[config.mk]
export PLATFORM = sky130hd
export DESIGN_NAME = encoder_event_scheduler
export DESIGN_NICKNAME = d
export VERILOG_FILES = /design/src/rtl/encoder_pkg.sv /design/src/rtl/enc_event_fifo.sv /design/src/rtl/encoder_event_scheduler.sv
export SDC_FILE = /design/constraint.sdc
export NUM_CORES = 1
export LEC_CHECK = 0
export CORE_MARGIN = 8
export CORE_UTILIZATION = 53
export CTS_CLUSTER_DIAMETER = 30
export DETAILED_ROUTE_END_ITERATION = 10
export PLACE_DENSITY = 0.81
export SLEW_MARGIN = 25
export SYNTH_ARGS = -nofsm -noshare
export SYNTH_HDL_FRONTEND = slang
export SYNTH_SLANG_ARGS = --single-unit
[constraint.sdc]
create_clock -name clk -period 5.4 [get_ports clk]
set_clock_uncertainty 0.1 [all_clocks]
set_input_delay 1.35 -clock clk [delete_from_list [all_inputs] [get_ports clk]]
set_output_delay 1.35 -clock clk [all_outputs]
set_load 0.05 [all_outputs]
[src/rtl/encoder_pkg.sv]
// rtl/encoder_pkg.sv - shared constants and event type for the encoder event scheduler
package encoder_pkg;
    localparam int NCH           = 4;
    localparam int WIDTH         = 8;
    localparam int CHAN_W        = 2;
    localparam int IRQ_LEVEL_DEF = 1;

    typedef struct packed {
        logic [CHAN_W-1:0] chan;
        logic [WIDTH-1:0]  delta;
    } enc_event_t;
endpackage

[src/rtl/enc_event_fifo.sv]
// rtl/enc_event_fifo.sv - synchronous event FIFO allowing push+pop while full
module enc_event_fifo
    import encoder_pkg::*;
#(
    parameter int DEPTH = 4
) (
    input  logic                   clk,
    input  logic                   rst_n,
    input  logic                   push_i,
    input  enc_event_t             push_data_i,
    input  logic                   pop_i,
    output enc_event_t             head_o,
    output logic                   full_o,
    output logic                   empty_o,
    output logic [$clog2(DEPTH):0] count_o
);
    localparam int AW = $clog2(DEPTH);

    enc_event_t     mem_q [DEPTH];
    logic [AW-1:0]  wr_ptr_q;
    logic [AW-1:0]  rd_ptr_q;
    logic [AW:0]    count_q;
    logic           push_ok;
    logic           pop_ok;

    assign empty_o = (count_q == '0);
    assign full_o  = (count_q == (AW+1)'(DEPTH));
    assign pop_ok  = pop_i && !empty_o;
    // When full, a concurrent pop frees the slot the write lands in.
    assign push_ok = push_i && (!full_o || pop_ok);

    always_ff @(posedge clk) begin
        if (!rst_n) begin
            wr_ptr_q <= '0;
            rd_ptr_q <= '0;
            count_q  <= '0;
        end else begin
            if (push_ok) wr_ptr_q <= wr_ptr_q + AW'(1);
            if (pop_ok)  rd_ptr_q <= rd_ptr_q + AW'(1);
            case ({push_ok, pop_ok})
                2'b10:   count_q <= count_q + (AW+1)'(1);
                2'b01:   count_q <= count_q - (AW+1)'(1);
                default: count_q <= count_q;
            endcase
        end
    end

    always_ff @(posedge clk) begin
        if (push_ok) mem_q[wr_ptr_q] <= push_data_i;
    end

    assign head_o  = empty_o ? '0 : mem_q[rd_ptr_q];
    assign count_o = count_q;
endmodule

[src/rtl/encoder_event_scheduler.sv]
// rtl/encoder_event_scheduler.sv - turns encoder count changes into queued {channel, delta} events
module encoder_event_scheduler
    import encoder_pkg::*;
#(
    parameter int DEPTH     = 4,
    parameter int IRQ_LEVEL = IRQ_LEVEL_DEF
) (
    input  logic                   clk,
    input  logic                   rst_n,
    input  logic [NCH*WIDTH-1:0]   enc_values,
    input  logic [NCH-1:0]         chan_mask,
    input  logic                   pop,
    input  logic                   clr_stall,
    output logic                   ev_valid,
    output logic [CHAN_W-1:0]      ev_chan,
    output logic [WIDTH-1:0]       ev_delta,
    output logic [$clog2(DEPTH):0] fifo_count,
    output logic                   stall,
    output logic                   irq
);
    logic [WIDTH-1:0]  enc     [NCH];
    logic [WIDTH-1:0]  snap_q  [NCH];
    logic [WIDTH-1:0]  snap_d  [NCH];
    logic [CHAN_W-1:0] rr_ptr_q, rr_ptr_d;
    logic              stall_q, stall_d;
    logic [NCH-1:0]    pending;
    logic              any_pend;
    logic [CHAN_W-1:0] grant;
    logic              full, empty, pop_eff, push;
    enc_event_t        new_ev, head;

    always_comb begin
        for (int i = 0; i < NCH; i++) begin
            enc[i]     = enc_values[i*WIDTH +: WIDTH];
            pending[i] = chan_mask[i] && (enc[i] != snap_q[i]);
        end
    end

    // Rotating priority: scan from rr_ptr upwards, first pending channel wins.
    always_comb begin : grant_scan
        logic [CHAN_W-1:0] idx;
        any_pend = 1'b0;
        grant    = '0;
        idx      = '0;
        for (int k = 0; k < NCH; k++) begin
            idx = rr_ptr_q + CHAN_W'(k);
            if (!any_pend && pending[idx]) begin
                any_pend = 1'b1;
                grant    = idx;
            end
        end
    end

    assign pop_eff      = pop && ev_valid;
    assign push         = any_pend && (!full || pop_eff);
    assign new_ev.chan  = grant;
    assign new_ev.delta = enc[grant] - snap_q[grant];

    // A blocked push leaves snap alone so motion keeps accumulating in the delta.
    always_comb begin
        for (int i = 0; i < NCH; i++) begin
            snap_d[i] = snap_q[i];
            if (!chan_mask[i] || (push && grant == CHAN_W'(i))) snap_d[i] = enc[i];
        end
        rr_ptr_d = push ? grant + CHAN_W'(1) : rr_ptr_q;
        stall_d  = stall_q;
        if (any_pend && full && !pop_eff) stall_d = 1'b1;
        else if (clr_stall)               stall_d = 1'b0;
    end

    always_ff @(posedge clk) begin
        if (!rst_n) begin
            for (int i = 0; i < NCH; i++) snap_q[i] <= '0;
            rr_ptr_q <= '0;
            stall_q  <= 1'b0;
        end else begin
            for (int i = 0; i < NCH; i++) snap_q[i] <= snap_d[i];
            rr_ptr_q <= rr_ptr_d;
            stall_q  <= stall_d;
        end
    end

    enc_event_fifo #(.DEPTH(DEPTH)) u_fifo (
        .clk         (clk),
        .rst_n       (rst_n),
        .push_i      (push),
        .push_data_i (new_ev),
        .pop_i       (pop_eff),
        .head_o      (head),
        .full_o      (full),
        .empty_o     (empty),
        .count_o     (fifo_count)
    );

    assign ev_valid = !empty;
    assign ev_chan  = head.chan;
    assign ev_delta = head.delta;
    assign stall    = stall_q;
    assign irq      = int'(fifo_count) >= IRQ_LEVEL;
endmodule
## Word-level counts from Yosys, hierarchy flattened

Memory sizes are Yosys's and may differ from the RTL's. A register that Yosys moved wholly into a read port is not among the register bits.
Cells that the tools add are included.

- Bits in registers: 10
- Memory bits (writable): 72
- Bits of input ports: 40
- Output and inout port bits: 16
- Memories: 2

Memories:

| memory | words | bits a word | read ports | clocked after memory_dff | write ports | RTL line | source |
|---|---|---|---|---|---|---|---|
| u_fifo.mem_q | 4 | 10 | 1 | 1 | 1 | enc_event_fifo.sv:19 | `enc_event_t mem_q [DEPTH];` |
| snap_q | 4 | 8 | 5 | 0 | 4 | encoder_event_scheduler.sv:22 | `logic [WIDTH-1:0] snap_q [NCH];` |

- Add/subtract/negate cells: 9
- Magnitude comparators: 6
- Eq/ne operators: 10
- Multiplexer cells: 37
- Bitwise gates (word level): 5
- Reduce and logical (&&, ||, !) cells: 37

Operators with widths:

| kind | number |
|---|---|
| 8-bit 2-to-1 mux | 10 |
| 8-bit inequality test | 4 |
| 1-bit logical AND | 17 |
| 8-bit binary-select mux with 2-bit select | 1 |
| 1-bit 2-to-1 mux | 14 |
| 2-bit by 3-bit < comparator with 1-bit output, second input constant | 4 |
| 2-bit 2-to-1 mux | 6 |
| 1-bit logical NOT | 10 |
| 10-bit 2-to-1 mux | 1 |
| 2-bit by 1-bit adder with 2-bit output, second input constant | 4 |
| 1-bit binary-select mux with 2-bit select | 4 |
| 8-bit subtractor | 1 |
| 2-bit == test, second input constant | 3 |
| 1-bit logical OR | 6 |
| 3-bit case mux with 2 select lines | 1 |
| 2-bit adder, second input constant | 2 |
| 2-bit by 1-bit == test with 1-bit output, second input constant | 2 |
| 1-bit bitwise OR | 4 |
| 2-bit nonzero test | 2 |
| 3-bit by 1-bit adder with 3-bit output, second input constant | 1 |
| 3-bit == test, second input constant | 1 |
| 3-bit by 1-bit >= comparator with 1-bit output, second input constant | 1 |
| 3-bit >= comparator, second input constant | 1 |
| 3-bit logical NOT | 1 |
| 3 further kinds | 3 |

## Logic depth before layout (Yosys ltp)

Gate-level depths: netlist of run 1.

- Depth in word-level cells: 19
- Mapped depth: 19

## Modules after synthesis

Synthesis of run 1 repeated with hierarchy kept, for this count alone.

- Cells, all modules: 419
- Area, all modules: 4764.6 um^2

Modules (own cells, without submodules):

| module | instances | cells each | area each (um^2) | seq. area each (um^2) |
|---|---|---|---|---|
| encoder_event_scheduler | 1 | 288 | 2607.5 | 700.7 |
| enc_event_fifo | 1 | 131 | 2157.1 | 1381.3 |

## Worst setup path before layout of run 1

OpenSTA, ideal clock, no wires.

- Kind: in2reg
- From: in enc_values[1]
- To: mem u_fifo.mem_q[0][7] (netlist bit), data pin
- Library setup time: 0.273 ns
- Data arrival time: 4.704 ns
- Required time: 5.027 ns
- Path slack: 0.323 ns
- Cell stages on the path: 16
- Cells stage by stage: xor2_1 > or4_4 > o2111a_1 > a211o_1 > a211oi_2 > buf_4 > mux2_1 > o21ai_1 > ha_1 > a21oi_1 > o21ai_0 > a21oi_1 > o21bai_1 > a21o_1 > a21oi_1 > xnor2_1

RTL lines:

| element | RTL line | source |
|---|---|---|
| from (decl) | encoder_event_scheduler.sv:10 | `input logic [NCH*WIDTH-1:0] enc_values,` |
| to (decl) | enc_event_fifo.sv:19 |  |

==> results of run 1 <==
[power by group through the flow]
stage / Sequential [mW] / Combinational [mW] / Clock, mW
detailed placement: 1.03 / 1.42 / 0
finish: 1.01 / 1.49 / 0.455
global placement: 1.02 / 1.38 / 0
floorplan: 1.01 / 0.930 / 0
CTS: 1.02 / 1.43 / 0.461
global route: 1.03 / 1.60 / 0.493
[worst min path at each step]
stage / from / endpoint / slack [ns] / cells after the start
finish: snap_q[3][7] / snap_q[3][7] / 0.44 / 2
global placement: snap_q[0][7] / snap_q[0][7] / 0.42 / 2
floorplan: snap_q[0][7] / snap_q[0][7] / 0.41 / 2
detailed placement: snap_q[3][7] / snap_q[3][7] / 0.43 / 2
CTS: snap_q[0][7] / snap_q[0][7] / 0.45 / 2
global route: snap_q[0][7] / snap_q[0][7] / 0.47 / 2
[sequential cells by signal (all words and copies together), names as in the netlist, named ones only]
| signal | cells |
|---|---|
| u_fifo.mem_q | 40 |
| snap_q | 32 |
| u_fifo.count_o | 3 |
| rr_ptr_q | 2 |
| u_fifo.rd_ptr_q | 2 |
| u_fifo.wr_ptr_q | 2 |
| stall | 1 |
[tightest hold or removal path: cells and delay by family, from the launching register on]
kind             cells  cell delay, ns
flip-flops           1            0.33
multiplexers         1            0.13
AND/OR/NAND/NOR      1            0.05
[cell type report]
cell class                      count  area (sq um)  area share
Clock inverter                      6          71.3      0.0124
Tap cell                          108           135      0.0234
Timing Repair Buffer               94           903       0.157
Sequential cell                    84          2080       0.361
Multi-Input combinational cell    278          2390       0.415
Clock buffer                       10           128      0.0221
Inverter                           14          52.6     0.00911
[cell families after synthesis]
logic type / Yosys count / share of synthesized area
buffers and inverters: 34 / 0.0317
multiplexers: 69 / 0.180
AO/OA/AOI/OAI: 49 / 0.0689
flip-flops: 84 / 0.455
adder cells (fa/ha/maj): 21 / 0.0590
AND/OR/NAND/NOR: 96 / 0.123
XOR/XNOR: 43 / 0.0823
[synth_stat cells, drive strengths merged]
cell type and count:
or3 1, xnor2 36, buf 9, a21o 1
a211oi 8, and2 20, and3 1, nor3b 1
o2111a 1, mux4 10, nor2 5, inv 14
nand2 13, nand2b 1, o21bai 2, o32ai 1
ha 20, xor2 7, mux2 7, nand4 7
or4 2, o21a 1, mux2i 52, clkbuf 11
o2111ai 1, edfxtp 40, o211a 1, a21oi 12
o21ai 15, a21boi 5, nor3 1, dfxtp 44
and4 1, fa 1, nor2b 43, a211o 1
[per-layer routing]
metal | wire length (um) | vias up
met1 | 4290 | 1555
li1 | - | 1570
met2 | 5150 | 88
met3 | 474 | 23
met4 | 271 | 0
met5 | 0 | -
[what timing repair did]
action	4_1_cts	5_1_grt
setup endpoints to repair	0	16
buffers inserted	0	3
hold endpoints to repair	0	0
resized for setup	0	11
==> summary.md, run 1 <==
| Metric | Value |
|---|---|
| Total track usage | `0.179` |
| Minimum clock period after layout | `5.21 ns` |
| Final core utilization | `0.674` |
| Design Area, Final | `5770 sq um` |
| Ports | `56` |
| Worst path cell trace | `clkdlybuf4s50_1 -> xor2_1 -> or4_4 -> o2111a_1 -> a211o_1 -> a211oi_4 -> clkbuf_16 -> buf_4 -> buf_4 -> a211oi_1 -> a21oi_1 -> ha_2 -> inv_1 -> fa_2 -> nand2_1 -> nand2_1 -> a21oi_2 -> o21bai_1 -> a21oi_2 -> xnor2_2` |
| Unrepaired setup endpoints after global routing | `false` |
| Core Region | `8550 sq um` |
| CP delay by family, top | `compound AO/OA/AOI/OAI gates` |
| Busiest grt layer | `met2` |
| Setup violators final | `0` |
| Via count | `between 3000 and 4000` |
| Switch Pwr | `1.15 mW` |
| Synth warn | `0` |
| Global route overflow | `0` |
| Slew headroom | `0.372` |
| Mapped cell area | `4580 sq um` |
| Post-synth cell types | `slightly above 40` |
| RR Startpoint | `snap_q[0][1]` |
| Pwr dens | `513 nW/um^2` |
| Initial antenna violation count | `0` |
| Setup WS post-layout | `~0.19 ns` |
| FF-to-FF End | `u_fifo.mem_q[0][6]` |
| DRT Wirelength | `10200 um` |
| CTS Buf Count | `9` |
| Critical path buffers and inverters | `5` |
| Global-route wire length before repair | `around 16000 um` |
| TritonCTS clock tree | `done` |
| CTS clock-pin slew for the worst setup and hold paths | `~0.09 ns` |
| Largest net degree at the start of global routing | `44` |
| H-tree Lvls | `3` |
| FF+latch count, synth | `84` |
| # diodes | `0` |
| Area Growth Syn to Fin | `25.9%` |
| Critical Path AT | `5.21 ns` |
| Worst skew pair latency | `0.36 ns` |
| Clk pwr share | `0.154` |
| Combinational share of power | `0.504` |
| Vias/cell | `between 5 and 6` |
| Worst path slowest cell | `or4_4` |
| WP depth | `20` |
| Setup crit start | `enc_values[0]` |
| Cell internal pwr | `1.81 mW` |
| Site Rows | `34` |
| Slowest stage delay, CP | `0.50 ns` |
| Placed cell count | `574` |
| Max IR drop VDD | `~0.00023 V` |
| Max_cap viols | `0` |
| Drt drc | `0` |
| Post-route ant nets | `0` |
| Syn_nets | `457` |
| Yosys top cell by area | `edfxtp_1` |
| Slew Viols, Final | `0` |
| Vias in the first global route | `3397` |
| Status | `finished, final reports clean` |
| Pwr Total | `2.96 mW` |
| Critical path startpoint category | `input port` |
| Syn avg cell area | `around 12 sq um` |
| Post-DP Area | `5480 sq um` |
| Sw frac | `0.389` |
| Pre-antenna DRT Iters | `4` |
| Root buffer cell | `clkbuf_8` |
| Max Clock Freq | `about 190 MHz` |
| Layout net count | `approximately 540` |
| Critical Path RT | `5.40 ns` |
| Final RePlAce weighted congestion | `0.875` |
| CP endpoint kind | `flip-flop` |
| Die Area | `11900 sq um` |
| Chip height | `roughly 110 um` |
| Most common cell after layout, fill and taps aside | `clkdlybuf4s50_1` |
| Non-Filler Instances | `roughly 600` |
| Flop pwr share | `0.342` |
| Dominant cells by area after synthesis | `edfxtp_1 26%, dfxtp_1 19%, mux2i_1 11%` |
| Pleak | `2.23 nW` |
| Grt met2 use | `0.302` |
| Post-CTS Hold Buffers | `0` |
| IO buf count | `55` |
| CP Class | `input port to flip-flop` |
| Initial Util | `0.535` |
| DR iter-0 viols | `143` |
| Die width | `109 um` |
| Critical path peak fanout | `5` |
| Fraction of layout cells with a size suffix above 1 | `0.152` |
| Reg2Reg Depth | `19` |
| Fin crit share | `0.965` |
| Worst slew pin tran | `0.939 ns` |
| Synthesized netlist cell count | `396` |
| Synth top area share | `0.262` |
| CP Capture Point | `u_fifo.mem_q[0][6]` |
| Sequential area share after synthesis | `0.455` |
| Clock sinks | `84` |
| Fin Hold WS | `roughly 0.44 ns` |
| Final Hold Fails | `0` |
| Placement Setup Slack | `-0.276 ns` |
| Wire per inst | `17.1 um` |
| Detailed Place HPWL | `7610 um` |
| Reg-to-reg slack, setup | `roughly 1.2 ns` |
| Layout fillers | `around 660` |
| CTS Buffer Depth | `2` |
| Met1 GRT Util | `0.211` |
| Commonest non-fill, non-tap cells in the layout | `53 x clkdlybuf4s50_1, 52 x mux2i_1, 44 x dfxtp_1` |
| Routing usage on met3 | `0.0520` |
| Worst Hold Class | `flip-flop to flip-flop` |
| Post-route setup TNS | `0 ns` |
No activity file was read; power rests on OpenSTA's default activity.
==> inputs of run 2 (changes only) <==
- CAP_MARGIN: default -> 10
- CELL_PAD_IN_SITES_DETAIL_PLACEMENT: default -> 1
- CELL_PAD_IN_SITES_GLOBAL_PLACEMENT: default -> 2
- CORE_UTILIZATION: 53 -> 37
- PLACE_DENSITY: 0.81 -> 0.83
==> run 2 against run 1 <==
  * Sequential power about the same
  * Via count decreased by 0.31%
  * Worst hold slack improved by 0.0012 ns
  * Utilization decreased by 17 points
  * Clock power increased by 39%
  * Non-clock buffer count increased by 10
  * Cell area increased by 4.6%
  * Total power increased by 7.7%
  * Maximum frequency decreased by 1.5%
  * Flip-flop and latch count unchanged
  * Highest routed layer unchanged
==> summary.md, run 2 (same netlist as run 1, synthesis figures left out) <==
| Metric | Value |
|---|---|
| Detailed Place HPWL | `8850 um (+16%)` |
| Setup violators final | `0 (unchanged)` |
| Root buffer cell | `clkbuf_16` |
| Global-route wire length before repair | `18600 um (+13%)` |
| Initial antenna violation count | `0 (unchanged)` |
| Site Rows | `40 (+18%)` |
| FF+latch area | `2080 sq um (unchanged)` |
| Most common cell after layout, fill and taps aside | `clkdlybuf4s50_1` |
| Switch Pwr | `1.22 mW (+5.9%)` |
| Worst path cell trace | `clkdlybuf4s50_1 -> xor2_1 -> or4_4 -> o2111a_1 -> a211o_1 -> a211oi_4 -> buf_4 -> clkbuf_16 -> buf_4 -> buf_4 -> mux2i_1 -> a21oi_1 -> ha_1 -> a21oi_2 -> o21bai_1 -> a21o_1 -> a21oi_2 -> xnor2_2` |
| Area of the multi-input gates | `2420 sq um (+0.99%)` |
| CP Class | `input port to flip-flop` |
| Layout fillers | `1301 (+98%)` |
| Hold Path End | `snap_q[0][7]` |
| Cell internal pwr | `1.97 mW (+8.9%)` |
| Worst Hold Class | `flip-flop to flip-flop` |
| Sw frac | `0.382 (-0.00662)` |
| Slew headroom | `0.536 (+0.165)` |
| Pwr Total | `3.19 mW (+7.7%)` |
| TritonCTS clock tree | `done` |
| Critical Path RT | `5.38 ns (-0.02 ns)` |
| Non-Filler Instances | `664 (+12%)` |
| RR Startpoint | `snap_q[0][4]` |
| Status | `finished, final reports clean` |
| Post-route setup TNS | `0 ns (unchanged)` |
| Minimum clock period after layout | `5.29 ns (+0.0781 ns)` |
| Final Hold Fails | `0 (unchanged)` |
| Max IR drop VDD | `0.000166 V (-27%)` |
| Initial Util | `0.380 (-0.156)` |
| Reg with most FFs | `u_fifo.mem_q` |
| Worst slew pin tran | `0.694 ns (-0.245 ns)` |
| Pleak | `2.33 nW (+4.8%)` |
| Largest net degree at the start of global routing | `44 (unchanged)` |
| Die width | `127 um (+17%)` |
| Global route overflow | `0 (unchanged)` |
| Max reg flops | `40 (unchanged)` |
| DRT Wirelength | `11800 um (+16%)` |
| # diodes | `0 (unchanged)` |
| Clock sinks | `84 (unchanged)` |
| FF-to-FF End | `u_fifo.mem_q[3][7]` |
| Fraction of layout cells with a size suffix above 1 | `0.181 (+0.0292)` |
| HP Start | `snap_q[0][7]` |
| Final RePlAce weighted congestion | `0.852 (-2.6%)` |
| Area Growth Syn to Fin | `31.8%` |
| CTS Buf Count | `9 (unchanged)` |
| Vias/cell | `4.86 (-11%)` |
| CTS Buffer Depth | `2 (unchanged)` |
| Ports | `56 (unchanged)` |
| CTS clock-pin slew for the worst setup and hold paths | `0.07 ns (-0.02 ns)` |
| Critical Path AT | `5.27 ns (+0.06 ns)` |
| Placed cell count | `638 (+11%)` |
| Via count | `3226 (-0.31%)` |
| DR iter-0 viols | `185 (+29%)` |
| Max Clock Freq | `189 MHz (-1.5%)` |
| Pwr dens | `528 nW/um^2 (+3.0%)` |
| Wire per inst | `17.8 um (+3.6%)` |
| Core Region | `12100 sq um (+41%)` |
| Die Area | `16200 sq um (+36%)` |
| Layout net count | `552 (+1.8%)` |
| Fin crit share | `0.979 (+0.0145)` |
| H-tree Lvls | `3 (unchanged)` |
| Max_cap viols | `0 (unchanged)` |
| Clk pwr share | `0.199 (+0.045)` |
| Vias in the first global route | `3537 (+4.1%)` |
| Reg2Reg Depth | `17 (-2)` |
| Slew Viols, Final | `0 (unchanged)` |
| Drt drc | `0 (unchanged)` |
| Post-route ant nets | `0 (unchanged)` |
| Total track usage | `0.148 (-0.0310)` |
| Worst path slowest cell | `or4_4` |
| Slowest stage delay, CP | `0.50 ns (about the same)` |
| Critical path peak fanout | `9 (+4)` |
| IO buf count | `55 (unchanged)` |
| Combinational share of power | `0.483 (-0.021)` |
| Chip height | `127 um (+17%)` |
| Critical path startpoint category | `input port` |
| Flop pwr share | `0.319 (-0.023)` |
| Reg-to-reg slack, setup | `1.14 ns (-0.08 ns)` |
| Worst skew pair latency | `0.35 ns (about the same)` |
| CP delay by family, top | `compound AO/OA/AOI/OAI gates` |
| CP endpoint kind | `flip-flop` |
| Hold path cells | `2 (unchanged)` |
| Fin Hold WS | `0.444 ns (+0.00123 ns)` |
| Post-CTS Hold Buffers | `0 (unchanged)` |
| Critical path buffers and inverters | `5 (unchanged)` |
| Commonest non-fill, non-tap cells in the layout | `53 x clkdlybuf4s50_1, 51 x mux2i_1, 46 x buf_4` |
| Pre-antenna DRT Iters | `4 (unchanged)` |
| Most frequent CP cell | `buf_4` |
==> run 2: cell types whose count changed in the layout (fill, tap and decap cells not counted), moves of 2 or more <==
cell and delta:
buf_4 +11, clkbuf_16 +10, clkbuf_8 -9, buf_12 -2
clkinv_2 +2, o21ai_1 -2, o21ai_2 +2
==> run 2: how the worst max path moves through the flow <==
stage	cells after the start	slack, ns	end	start
after floorplan	16	0.32	u_fifo.mem_q[0][7]	enc_values[1]
after global routing	19	-0.03	u_fifo.mem_q[3][6]	enc_values[0]
after detailed placement	18	-0.33	u_fifo.mem_q[3][5]	enc_values[1]
after global placement	17	-0.28	u_fifo.mem_q[0][7]	enc_values[1]
after CTS	17	0.005	u_fifo.mem_q[2][7]	enc_values[1]
final	18	0.11	u_fifo.mem_q[3][7]	enc_values[0]
==> run 2: worst reg2reg max path, cell delays in order (launching register included) <==
cell       delay, ns
dfxtp_1         0.35
xor2_1          0.19
or4_4           0.53
o2111a_1        0.26
a211o_1         0.27
a211oi_4        0.37
buf_4           0.19
clkbuf_16       0.15
buf_4           0.11
buf_4           0.14
mux2i_1         0.20
a21oi_1         0.11
ha_1            0.34
a21oi_2         0.15
o21bai_1        0.09
a21o_1          0.19
a21oi_2         0.16
xnor2_2         0.10
==> run 2: metrics by stage <==
step	area [sq um]	setup slack [ns]	utilization
2_1_floorplan	4580	0.323	-
3_3_place_gp	5560	-0.277	0.461
3_5_place_dp	5560	-0.333	0.461
4_1_cts	5870	0.00463	0.486
5_1_grt	6030	-0.0347	0.500
6_report	6030	0.112	0.500
==> run 2: power by group through the flow <==
stage                     logic (mW)  clock network [mW]  registers, mW
after floorplan                0.930                   0           1.01
after global placement          1.40                   0           1.02
after detailed placement        1.45                   0           1.03
after CTS                       1.46               0.646           1.02
after global routing            1.65               0.671           1.04
final                           1.54               0.633           1.02
==> run 2: final cells by class <==
| type | count | share of cell area |
|---|---|---|
| clock inverters | 7 | 0.0122 |
| well taps | 168 | 0.0348 |
| multi-input cells | 278 | 0.401 |
| repair buffers | 104 | 0.161 |
| inverters | 14 | 0.00871 |
| flip-flops and latches | 84 | 0.345 |
| clock buffers | 9 | 0.0373 |
==> run 2: routing by layer <==
metal  up-vias  wire length, um  global-route usage
met5         -                0                   0
met3        11              510              0.0462
met1      1573             5090               0.167
met2        55             6080               0.268
met4         0              119              0.0343
li1       1587                -                   -
==> run 2: repair_timing <==
action	CTS	global route
gates resized for setup	1	14
pin swaps	0	8
setup buffers	0	8
endpoints found under the setup margin	4	16
gates cloned	0	2
==> inputs of run 3 (changes only) <==
- CORE_UTILIZATION: 37 -> 39
- CTS_BUF_LIST: default -> sky130_fd_sc_hd__clkbuf_8
- PLACE_DENSITY: 0.83 -> default
- PLACE_DENSITY_LB_ADDON: default -> 0.1
- SETUP_SLACK_MARGIN: default -> 0.05
==> run 3 against run 2 <==
  * Worst hold slack is essentially flat
  * Sequential share of layout area grew 1.4 points
  * Combinational power shrank 3%
  * Total power shrank 7.4%
  * Maximum frequency grew 2.0%
  * Flip-flop and latch count is the same
  * Clock power shrank 30%
  * Routed wire length shrank 3.4%
  * Die area shrank 4.5%
  * Sequential power is essentially flat
  * Cell area shrank 3.9%
  * First-iteration DRC count shrank 44%
  * Largest cell class unchanged
  * Highest routed layer unchanged
==> summary.md, run 3 (same netlist as run 1, synthesis figures left out) <==
| Metric | Value |
|---|---|
| Drt drc | `0 (unchanged)` |
| Vias/cell | `4.99 (+2.6%)` |
| CP endpoint kind | `flip-flop` |
| Fraction of layout cells with a size suffix above 1 | `0.165 (-0.0168)` |
| Chip height | `124 um (-2.3%)` |
| Max IR drop VDD | `0.000362 V (+120%)` |
| Placement Setup Slack | `-0.358 ns (-0.0246 ns)` |
| Worst Hold Class | `flip-flop to flip-flop` |
| Non-Filler Instances | `635 (-4.4%)` |
| CTS Buf Count | `9 (unchanged)` |
| Combinational share of power | `0.507 (+0.024)` |
| Cell internal pwr | `1.76 mW (-11%)` |
| IO buf count | `55 (unchanged)` |
| Flop pwr share | `0.344 (+0.025)` |
| Wire per inst | `18.0 um (+1.0%)` |
| Layout fillers | `1262 (-3.0%)` |
| Slew headroom | `0.526 (-0.0107)` |
| Post-CTS Hold Buffers | `0 (unchanged)` |
| Fin crit share | `0.960 (-0.0197)` |
| Root buffer cell | `clkbuf_8` |
| Layout net count | `548 (-0.72%)` |
| Reg2Reg Depth | `16 (-1)` |
| Most common cell after layout, fill and taps aside | `clkdlybuf4s50_1` |
| Global-route wire length before repair | `18700 um (+0.70%)` |
| Global route overflow | `0 (unchanged)` |
| Initial antenna violation count | `0 (unchanged)` |
| Site Rows | `39 (-2.5%)` |
| Pwr dens | `509 nW/um^2 (-3.6%)` |
| Total track usage | `0.153 (+0.00452)` |
| CP Class | `input port to flip-flop` |
| Hold path cells | `2 (unchanged)` |
| TritonCTS clock tree | `done` |
| Status | `finished, final reports clean` |
| Critical Path RT | `5.42 ns (+0.04 ns)` |
| Die Area | `15500 sq um (-4.5%)` |
| Max reg flops | `40 (unchanged)` |
| Sw frac | `0.404 (+0.0215)` |
| Commonest non-fill, non-tap cells in the layout | `55 x clkdlybuf4s50_1, 52 x mux2i_1, 44 x dfxtp_1, 44 x buf_4, 43 x nor2b_1` |
| DRT Wirelength | `11400 um (-3.4%)` |
| Pleak | `2.22 nW (-4.8%)` |
| Area Growth Syn to Fin | `26.6%` |
| Initial Util | `0.401 (+0.0214)` |
| Slew Viols, Final | `0 (unchanged)` |
| Vias in the first global route | `3600 (+1.8%)` |
| Unrepaired setup endpoints after global routing | `false` |
| Clock sinks | `84 (unchanged)` |
| Detailed Place HPWL | `8920 um (+0.77%)` |
| Critical path startpoint category | `input port` |
| H-tree Lvls | `3 (unchanged)` |
| Placed cell count | `618 (-3.1%)` |
| DR iter-0 viols | `103 (-44%)` |
| Max Clock Freq | `193 MHz (+2.0%)` |
| # diodes | `0 (unchanged)` |
| Core Region | `11400 sq um (-5.3%)` |
| Final Hold Fails | `0 (unchanged)` |
| Clk pwr share | `0.149 (-0.050)` |
| CTS Buffer Depth | `2 (unchanged)` |
| Setup violators final | `0 (unchanged)` |
| Ports | `56 (unchanged)` |
| CTS clock-pin slew for the worst setup and hold paths | `0.10 ns (+0.03 ns)` |
| Minimum clock period after layout | `5.18 ns (-0.106 ns)` |
| Via count | `3166 (-1.9%)` |
| Post-route ant nets | `0 (unchanged)` |
| Critical Path AT | `5.20 ns (-0.07 ns)` |
| Max_cap viols | `0 (unchanged)` |
| Worst slew pin tran | `0.710 ns (+0.0160 ns)` |
| Reg with most FFs | `u_fifo.mem_q` |
| Final core utilization | `0.507 (+0.00735)` |
| Largest net degree at the start of global routing | `44 (unchanged)` |
| Pwr Total | `2.95 mW (-7.4%)` |
| Worst skew pair latency | `0.38 ns (+0.03 ns)` |
| Pre-antenna DRT Iters | `4 (unchanged)` |
| Critical path peak fanout | `7 (-2)` |
| Die width | `124 um (-2.3%)` |
| Setup WS post-layout | `0.219 ns (+0.106 ns)` |
| Final RePlAce weighted congestion | `0.825 (-3.2%)` |
| Switch Pwr | `1.19 mW (-2.2%)` |
## run 3: final cells by class
cell class / count / area, sq um / share of cell area
Multi-Input combinational cell: 278 / 2400 / 0.414
Sequential cell: 84 / 2080 / 0.359
Timing Repair Buffer: 100 / 892 / 0.154
Tap cell: 143 / 179 / 0.0309
Clock buffer: 9 / 124 / 0.0214
Clock inverter: 7 / 63.8 / 0.0110
Inverter: 14 / 52.6 / 0.00907
## run 3: final timing paths
path                 startpoint                 end  slack [ns]
hold / removal     snap_q[2][7]        snap_q[2][7]        0.44
hold reg to reg    snap_q[2][7]        snap_q[2][7]        0.44
setup reg to reg   snap_q[0][1]  u_fifo.mem_q[3][7]        1.27
setup / recovery  enc_values[1]  u_fifo.mem_q[3][7]        0.22
## run 3: stage by stage
| step | area (sq um) | setup TNS (ns) | hold slack [ns] |
|---|---|---|---|
| CTS | 5740 | 0 | 0.450 |
| detailed placement | 5550 | -5.05 | 0.431 |
| finish | 5790 | 0 | 0.444 |
| global route | 5790 | 0 | 0.483 |
| floorplan | 4580 | 0 | 0.406 |
| global placement | 5550 | -2.64 | 0.419 |
## run 3: power by group through the flow
stage          clock network (mW)  registers (mW)  logic (mW)
6_report                    0.440            1.01        1.50
5_1_grt                     0.486            1.03        1.62
4_1_cts                     0.463            1.02        1.47
3_5_place_dp                    0            1.03        1.47
3_3_place_gp                    0            1.02        1.42
2_1_floorplan                   0            1.01       0.930
## run 3: worst max-delay path, stage by stage
cell	delay, ns
clkdlybuf4s50_1	0.43
xor2_1	0.15
or4_4	0.55
o2111a_1	0.26
a211o_1	0.30
a211oi_4	0.24
buf_6	0.17
mux2_1	0.33
o21ai_2	0.15
ha_1	0.26
a21oi_1	0.15
o21ai_1	0.10
a21oi_1	0.17
o21bai_1	0.10
a21o_1	0.20
a21oi_2	0.18
xnor2_2	0.10
## run 3: layer usage
layer | wire (um) | share of wire | global-route usage | up-vias
met5 | 0 | 0 | 0 | -
met4 | 175 | 0.015 | 0.0539 | 0
met3 | 296 | 0.026 | 0.0370 | 11
met2 | 6060 | 0.53 | 0.277 | 37
met1 | 4870 | 0.43 | 0.169 | 1541
li1 | - | - | - | 1577
## run 3: what timing repair did
item	4_1_cts	5_1_grt
setup endpoints to repair	4	16
gates resized for setup	0	10
pin swaps	1	2
buffers inserted	0	1
gates cloned	0	0
